===== config.mk =====
export PLATFORM = sky130hd
export DESIGN_NAME = serial_byte_receiver_flat
export DESIGN_NICKNAME = d
export VERILOG_FILES = /design/src/rtl/serial_byte_receiver_pkg.sv /design/src/rtl/serial_byte_receiver_if.sv /design/src/rtl/serial_byte_receiver_fifo.sv /design/src/rtl/serial_byte_receiver.sv /design/src/flat_wrapper.sv
export SDC_FILE = /design/constraint.sdc
export NUM_CORES = 1
export LEC_CHECK = 0
export ABC_AREA = 1
export CORE_MARGIN = 3
export CORE_UTILIZATION = 36
export CTS_CLUSTER_DIAMETER = 100
export DETAILED_ROUTE_END_ITERATION = 7
export PLACE_DENSITY_LB_ADDON = 0.3
export SLEW_MARGIN = 5
export SYNTH_ARGS = -nofsm -noshare
export SYNTH_HDL_FRONTEND = slang
export SYNTH_SLANG_ARGS = --single-unit

===== constraint.sdc =====
create_clock -name clk -period 2.3 [get_ports clk]
set_input_delay 0.23 -clock clk [delete_from_list [all_inputs] [get_ports clk]]
set_output_delay 0.23 -clock clk [all_outputs]
set_load 0.005 [all_outputs]

===== src/rtl/serial_byte_receiver_pkg.sv =====
// Shared defaults and FSM state encoding for the dataIn serial byte receiver.
package serial_byte_receiver_pkg;

    localparam int DATA_W_DEF     = 8;
    localparam int TIMEOUT_DEF    = 1024;
    localparam int FIFO_DEPTH_DEF = 2;

    typedef enum logic [0:0] {
        IDLE  = 1'b0,
        SHIFT = 1'b1
    } state_e;

endpackage


===== src/rtl/serial_byte_receiver_if.sv =====
// Serial input link plus byte valid/ready output bundle of the receiver.
interface serial_byte_receiver_if #(
    parameter int DATA_W = 8
);

    logic              dataIn_ready;
    logic              dataIn_bits;
    logic [DATA_W-1:0] byte_data;
    logic              byte_valid;
    logic              byte_ready;
    logic              frame_err;
    logic              overflow;

    modport master (
        output dataIn_ready,
        output dataIn_bits,
        output byte_ready,
        input  byte_data,
        input  byte_valid,
        input  frame_err,
        input  overflow
    );

    modport slave (
        input  dataIn_ready,
        input  dataIn_bits,
        input  byte_ready,
        output byte_data,
        output byte_valid,
        output frame_err,
        output overflow
    );

endinterface


===== src/rtl/serial_byte_receiver_fifo.sv =====
// Small synchronous FIFO; the head word is held after the last pop so the output stays steady when empty.
module sync_fifo_small
    import serial_byte_receiver_pkg::*;
#(
    parameter int WIDTH = DATA_W_DEF,
    parameter int DEPTH = FIFO_DEPTH_DEF
) (
    input  logic             clk,
    input  logic             rst_n,
    input  logic             push_i,
    input  logic [WIDTH-1:0] data_i,
    input  logic             pop_i,
    output logic [WIDTH-1:0] data_o,
    output logic             full_o,
    output logic             empty_o
);

    localparam int PTR_W = $clog2(DEPTH);
    localparam int CNT_W = PTR_W + 1;

    logic [WIDTH-1:0] mem_q [DEPTH];
    logic [WIDTH-1:0] hold_q, hold_d;
    logic [PTR_W-1:0] wr_ptr_q, wr_ptr_d;
    logic [PTR_W-1:0] rd_ptr_q, rd_ptr_d;
    logic [CNT_W-1:0] count_q, count_d;
    logic             do_push;
    logic             do_pop;

    assign empty_o = (count_q == '0);
    assign full_o  = (count_q == CNT_W'(DEPTH));
    assign do_pop  = pop_i && !empty_o;
    assign do_push = push_i && (!full_o || do_pop);
    assign data_o  = empty_o ? hold_q : mem_q[rd_ptr_q];

    always_comb begin
        wr_ptr_d = wr_ptr_q;
        rd_ptr_d = rd_ptr_q;
        count_d  = count_q;
        hold_d   = hold_q;
        if (do_push) wr_ptr_d = wr_ptr_q + PTR_W'(1);
        if (do_pop) begin
            rd_ptr_d = rd_ptr_q + PTR_W'(1);
            hold_d   = mem_q[rd_ptr_q];
        end
        case ({do_push, do_pop})
            2'b10:   count_d = count_q + CNT_W'(1);
            2'b01:   count_d = count_q - CNT_W'(1);
            default: count_d = count_q;
        endcase
    end

    always_ff @(posedge clk or negedge rst_n) begin
        if (!rst_n) begin
            wr_ptr_q <= '0;
            rd_ptr_q <= '0;
            count_q  <= '0;
            hold_q   <= '0;
        end else begin
            wr_ptr_q <= wr_ptr_d;
            rd_ptr_q <= rd_ptr_d;
            count_q  <= count_d;
            hold_q   <= hold_d;
        end
    end

    // Storage needs no reset: entries are only visible once counted.
    always_ff @(posedge clk) begin
        if (do_push) mem_q[wr_ptr_q] <= data_i;
    end

endmodule


===== src/rtl/serial_byte_receiver.sv =====
// Deserializes the LSB-first dataIn stream into words, buffers them and flags timeouts and drops.
module serial_byte_receiver
    import serial_byte_receiver_pkg::*;
#(
    parameter int DATA_W     = DATA_W_DEF,
    parameter int TIMEOUT    = TIMEOUT_DEF,
    parameter int FIFO_DEPTH = FIFO_DEPTH_DEF
) (
    input logic                   clk,
    input logic                   rst_n,
    serial_byte_receiver_if.slave rx
);

    localparam int CNT_W = $clog2(DATA_W) + 1;
    localparam int GAP_W = $clog2(TIMEOUT) + 1;
    localparam logic [CNT_W-1:0] LAST_BIT = CNT_W'(DATA_W - 1);
    localparam logic [GAP_W-1:0] GAP_MAX  = GAP_W'(TIMEOUT - 1);
    localparam logic [0:0] S_IDLE  = IDLE;
    localparam logic [0:0] S_SHIFT = SHIFT;

    logic [0:0]        state_q, state_d;
    logic [CNT_W-1:0]  bit_cnt_q, bit_cnt_d;
    logic [GAP_W-1:0]  gap_cnt_q, gap_cnt_d;
    logic [DATA_W-1:0] shreg_q, shreg_d;
    logic              frame_err_q, frame_err_d;
    logic              overflow_q, overflow_d;
    logic              push;
    logic              pop;
    logic              fifo_full;
    logic              fifo_empty;

    always_comb begin
        state_d     = state_q;
        bit_cnt_d   = bit_cnt_q;
        gap_cnt_d   = gap_cnt_q;
        shreg_d     = shreg_q;
        frame_err_d = 1'b0;
        push        = 1'b0;
        if (rx.dataIn_ready) shreg_d = {rx.dataIn_bits, shreg_q[DATA_W-1:1]};
        case (state_q)
            S_IDLE: begin
                if (rx.dataIn_ready) begin
                    bit_cnt_d = CNT_W'(1);
                    gap_cnt_d = '0;
                    state_d   = S_SHIFT;
                end
            end
            S_SHIFT: begin
                // A strobe always beats the timeout in the same cycle.
                if (rx.dataIn_ready) begin
                    gap_cnt_d = '0;
                    if (bit_cnt_q == LAST_BIT) begin
                        push      = 1'b1;
                        bit_cnt_d = '0;
                        state_d   = S_IDLE;
                    end else begin
                        bit_cnt_d = bit_cnt_q + CNT_W'(1);
                    end
                end else if (gap_cnt_q == GAP_MAX) begin
                    frame_err_d = 1'b1;
                    bit_cnt_d   = '0;
                    gap_cnt_d   = '0;
                    state_d     = S_IDLE;
                end else begin
                    gap_cnt_d = gap_cnt_q + GAP_W'(1);
                end
            end
            default: state_d = S_IDLE;
        endcase
    end

    assign pop        = rx.byte_valid && rx.byte_ready;
    assign overflow_d = push && fifo_full && !pop;

    always_ff @(posedge clk or negedge rst_n) begin
        if (!rst_n) begin
            state_q     <= S_IDLE;
            bit_cnt_q   <= '0;
            gap_cnt_q   <= '0;
            shreg_q     <= '0;
            frame_err_q <= 1'b0;
            overflow_q  <= 1'b0;
        end else begin
            state_q     <= state_d;
            bit_cnt_q   <= bit_cnt_d;
            gap_cnt_q   <= gap_cnt_d;
            shreg_q     <= shreg_d;
            frame_err_q <= frame_err_d;
            overflow_q  <= overflow_d;
        end
    end

    sync_fifo_small #(
        .WIDTH (DATA_W),
        .DEPTH (FIFO_DEPTH)
    ) u_fifo (
        .clk     (clk),
        .rst_n   (rst_n),
        .push_i  (push),
        .data_i  (shreg_d),
        .pop_i   (pop),
        .data_o  (rx.byte_data),
        .full_o  (fifo_full),
        .empty_o (fifo_empty)
    );

    assign rx.byte_valid = !fifo_empty;
    assign rx.frame_err  = frame_err_q;
    assign rx.overflow   = overflow_q;

    a_hold_stable: assert property (@(posedge clk) disable iff (!rst_n)
        (rx.byte_valid && !rx.byte_ready) |=> $stable(rx.byte_data));

endmodule

===== src/flat_wrapper.sv =====
// flat-port wrapper written by rule: the top's interface ports become plain ports
module serial_byte_receiver_flat import serial_byte_receiver_pkg::*;
#(
    parameter int DATA_W     = DATA_W_DEF,
    parameter int TIMEOUT    = TIMEOUT_DEF,
    parameter int FIFO_DEPTH = FIFO_DEPTH_DEF
)
  (clk, rst_n, rx_dataIn_ready, rx_dataIn_bits, rx_byte_ready, rx_byte_data, rx_byte_valid, rx_frame_err, rx_overflow);
  serial_byte_receiver_if #(.DATA_W(DATA_W)) rx_i ();
  input logic clk;
  input logic rst_n;
  input wire logic [$bits(rx_i.dataIn_ready)-1:0] rx_dataIn_ready;
  input wire logic [$bits(rx_i.dataIn_bits)-1:0] rx_dataIn_bits;
  input wire logic [$bits(rx_i.byte_ready)-1:0] rx_byte_ready;
  output wire logic [$bits(rx_i.byte_data)-1:0] rx_byte_data;
  output wire logic [$bits(rx_i.byte_valid)-1:0] rx_byte_valid;
  output wire logic [$bits(rx_i.frame_err)-1:0] rx_frame_err;
  output wire logic [$bits(rx_i.overflow)-1:0] rx_overflow;
  assign rx_i.dataIn_ready = rx_dataIn_ready;
  assign rx_i.dataIn_bits = rx_dataIn_bits;
  assign rx_i.byte_ready = rx_byte_ready;
  assign rx_byte_data = rx_i.byte_data;
  assign rx_byte_valid = rx_i.byte_valid;
  assign rx_frame_err = rx_i.frame_err;
  assign rx_overflow = rx_i.overflow;
  serial_byte_receiver #(.DATA_W(DATA_W), .TIMEOUT(TIMEOUT), .FIFO_DEPTH(FIFO_DEPTH)) u_core (.clk(clk), .rst_n(rst_n), .rx(rx_i));
endmodule

==> results.md <==
- The run finished with clean final reports.
- The max-capacitance violation count is 0.
- Measured on the finished design, the core utilization comes to 43.17%.
- The routed wire length is 4077 um.
- The largest stage delay on the critical path is 0.52 ns.
- Data arrives at the worst endpoint at 1.80 ns.
- The type of the worst setup path is reg2out.
- The count of inserted antenna diode cells is 0.
- Dividing the synthesized area by the synthesized cell count gives 9.117 um^2.
- The first-pass GRT wire length is 7431 um.
- The total of buffers placed on input and output ports is 15.
- The iteration-0 DRC count of the detailed router is 88.
- The detailed-route via count is 1687.
- Sequential cells were found to cover 59.24% of the synthesized design area.
- Routability-driven placement finished with a final weighted congestion of 0.7460.
- Setup repair after global routing left no endpoint under its margin.
- Ranked by total cell area, the synthesized netlist is headed by dfrtp_1 39%, edfxtp_1 20%, nand2_1 15%.
- The overall die height is 87.92 um.
- Yosys mapped the design onto 25 distinct sky130hd cell types.
- The tree is rooted in a clkbuf_8.
- The count of final max-slew check failures is 0.
- The pin slew with the least headroom to its limit is 0.8828 ns.
- The number of hold buffers added after CTS was 0.
- The worst-case IR drop observed on VDD is 0.2710 mV.
- Power spread over the standard cell area amounts to 961.0 nW/um^2.
- The share of synthesized area in the top cell type comes to 39.36%.
- In the final design database the tool counted 293 nets.
- The post-route DRC violation count is 0.
- The CTS sink count is 54.
- The number of global-route vias before repair came to 1617.
- The via density per instance is 4.647.
- STA classifies the critical path endpoint as an output port.
- The clock edge transition at the registers on the reported setup and hold paths is 0.10 ns.
- The placement row count is 29.
- The H-tree level count is 2.
- The highest fanout seen on the critical path is 10.
- Summed over all failing endpoints, the final setup total negative slack is 0 ns.
- The number of nets produced by synthesis is 273.
- The post-synthesis cell area is 2416 um^2.
- The wire-length estimate of the detail-placed layout is 2835 um.
- For this configuration, the core starts out at a cell density of 37.62%.
- The leakage dissipation is 1.245 nW.
- Global routing consumed, over all layers together, 12.15% of the routing resources.
- The initial antenna violation count is 0.
- TritonCTS built the clock tree.
- The first TritonRoute pass finished after 4 iterations.
- STA classifies the critical path startpoint as a register.
- The worst path uses 88.30% of the clock period.
- The buffer depth of the longest clock path is 2.
- The largest net degree at the start of global routing is 39.
- The worst slew margin relative to its limit is 41.14%.
- The share of total power dissipated in combinational logic is 28.1%.
- The net switching component of the power is 0.0008215 W.
- The top achievable clock speed is 0.4924 GHz.
- Of the total power, the share spent switching nets is 30.83%.
- Setup violations remaining at the end of the flow were counted as 0.
- The share of total power in the clock network is 24.7%.
- The post-route netlist has 8.392% of its cells at a drive strength greater than 1.
- The total congestion overflow after global routing is 0.
- The number of buffers added by the clock tree synthesis step is 5.
- The Yosys step of the flow raised 0 warnings.
- The number of storage elements in the synthesis netlist is 54.
- Between clock sinks in the finished design, the worst skew comes to 0.007695 ns.
- After layout, the minimum clock period comes to 2.031 ns.
- The die covers 7730 um^2.
- The worst path required time is 2.07 ns.
- The master of the slowest instance on the critical path is clkdlybuf4s50_1.
- The cell-internal power is 0.001843 W.
- The synthesized instance count is 265.
- The type of the tightest min-delay check is in2async.
- After detailed routing, the average wire length per cell comes to 11.23 um.
- The total I/O pin count is 16.
- In this run the horizontal extent of the chip is 87.92 um.
- Traced cell by cell, the critical path runs through inv_2 -> nand2_1 -> nand2_1 -> nand2_1 -> o21ai_0 -> clkdlybuf4s50_1.
- The number of failing hold endpoints at the final stage is 0.
- The standard cell core area is 6422 um^2.
- The number of nets with antenna violations after routing is 0.
- In this design, the critical path's most frequently occurring cell is nand2_1.
- The layout overhead on the synthesized area is 14.76%.
- The clock latency reported for the late side of the worst-skew pair is 0.31 ns.
- The portion of total power attributed to sequential cells is 47.2%.
- Of all cell types, the one taking the most synthesized area is dfrtp_1.
==> Yosys cell counts <==
library cell  instances
dfrtp_1              38
nor2_4                3
nand3_2               1
ha_1                  3
nand3b_1              1
xor2_1                6
nand3_1              12
nor2_2                2
nand2_1              95
nand2_2               2
o21ai_0              23
inv_2                 2
a31oi_1               1
a21oi_1               1
inv_1                25
edfxtp_1             16
o21ai_1               2
buf_2                 4
nor2_1               14
o22ai_1               3
clkbuf_1              1
buf_4                 1
xnor2_1               3
nor3_1                2
nand4_1               4
==> layer usage <==
metal	wire length (um)	GRT usage (%)	share of wire (%)	up-vias
li1	-	-	-	885
met3	103	2.540	2.5	4
met5	0	0	0	-
met4	40	3.766	0.98	0
met1	2014	15.96	49	782
met2	1919	20.14	47	16
==> what timing repair did <==
item                                    CTS  global route
resized for setup                         0             1
endpoints found under the setup margin    0             2
setup buffers                             0             0
==> cell type report <==
cell class              instances  area, um^2
clock buffers                   5       68.82
clock inverters                 3       47.55
multi-input cells             178       852.1
fillers                       626        3650
well taps                      77       96.34
inverters                      27       101.3
repair buffers                 19       175.2
flip-flops and latches         54        1431
==> worst max-delay path: cells and delay by family (launching register included) <==
family,cells,cell delay [ns]
compound gates,1,0.07
buf+inv,2,0.70
flops,1,0.51
simple gates,3,0.21
==> registers in the layout, summed over array words and instances, names as in the netlist <==
register	cells
u_core.u_fifo.mem_q	16
u_core.gap_cnt_q	11
u_core.shreg_q	8
u_core.u_fifo.hold_q	8
u_core.bit_cnt_q	4
u_core.u_fifo.count_q	2
u_core.rx.frame_err	1
u_core.rx.overflow	1
u_core.state_q	1
u_core.u_fifo.rd_ptr_q	1
u_core.u_fifo.wr_ptr_q	1
==> through the flow <==
| step | setup slack, ns | area [um^2] | hold WS [ns] | cells | total power (W) |
|---|---|---|---|---|---|
| 2_1_floorplan | 0.6644 | 2416 | -0.06559 | 265 | 0.001718 |
| 3_3_place_gp | 0.3987 | 2656 | 0.3978 | 355 | 0.002018 |
| 3_5_place_dp | 0.3783 | 2656 | 0.4081 | 355 | 0.002034 |
| 4_1_cts | 0.1386 | 2773 | 0.05973 | 363 | 0.002701 |
| 5_1_grt | 0.06835 | 2773 | 0.08160 | 363 | 0.002876 |
| 6_report | 0.2692 | 2773 | 0.03557 | 363 | 0.002665 |
==> logic make-up (layout without fill, tap and decap cells) <==
kind of cell	Yosys count	in the layout	share of synthesized area, %
compound gates	30	30	6.422
flops	54	54	59.24
xor+xnor	9	9	3.263
fa+ha+maj	3	3	1.554
buf+inv	33	54	5.489
simple gates	136	136	24.03
==> placed cells by master, fill, tap and decap left out, types with 3 or more instances in the layout <==
cell | Yosys | final
dfrtp_1 | 38 | 38
o22ai_1 | 3 | 3
nand3_1 | 12 | 12
o21ai_0 | 23 | 23
inv_2 | 2 | 3
xnor2_1 | 3 | 3
buf_4 | 1 | 4
nand2_1 | 95 | 95
nor2_1 | 14 | 14
inv_1 | 25 | 24
clkdlybuf4s50_1 | 0 | 14
clkbuf_8 | 0 | 5
nor2_4 | 3 | 3
ha_1 | 3 | 3
edfxtp_1 | 16 | 16
xor2_1 | 6 | 6
nand4_1 | 4 | 4
==> power groups by stage <==
stage | Sequential, W | Combinational (W) | Clock [W]
final | 0.00126 | 0.000749 | 0.000657
after global routing | 0.00128 | 0.000883 | 0.000713
after CTS | 0.00126 | 0.000761 | 0.000682
after detailed placement | 0.00128 | 0.000755 | 0
after global placement | 0.00128 | 0.000743 | 0
after floorplan | 0.00123 | 0.000485 | 0
==> path summary, 6_finish.rpt <==
kind                       cells after the start  slack [ns]                              endpoint                                from
max in group asynchronous                      1        1.72       u_core.bit_cnt_q[1]$_DFFE_PN0P_                               rst_n
setup / recovery                               6        0.27                       rx_byte_data[2]  u_core.u_fifo.rd_ptr_q$_DFFE_PN0P_
hold / removal                                 1        0.04   u_core.u_fifo.hold_q[3]$_DFFE_PN0P_                               rst_n
hold reg to reg                                2        0.51           u_core.shreg_q[0]$_DFF_PN0_         u_core.shreg_q[0]$_DFF_PN0_
min in group clk                               2        0.51           u_core.shreg_q[0]$_DFF_PN0_         u_core.shreg_q[0]$_DFF_PN0_
setup reg to reg                               8        0.53  u_core.u_fifo.count_q[1]$_DFFE_PN0P_     u_core.bit_cnt_q[0]$_DFFE_PN0P_
Note: power is estimated with default switching activity, not from simulation.
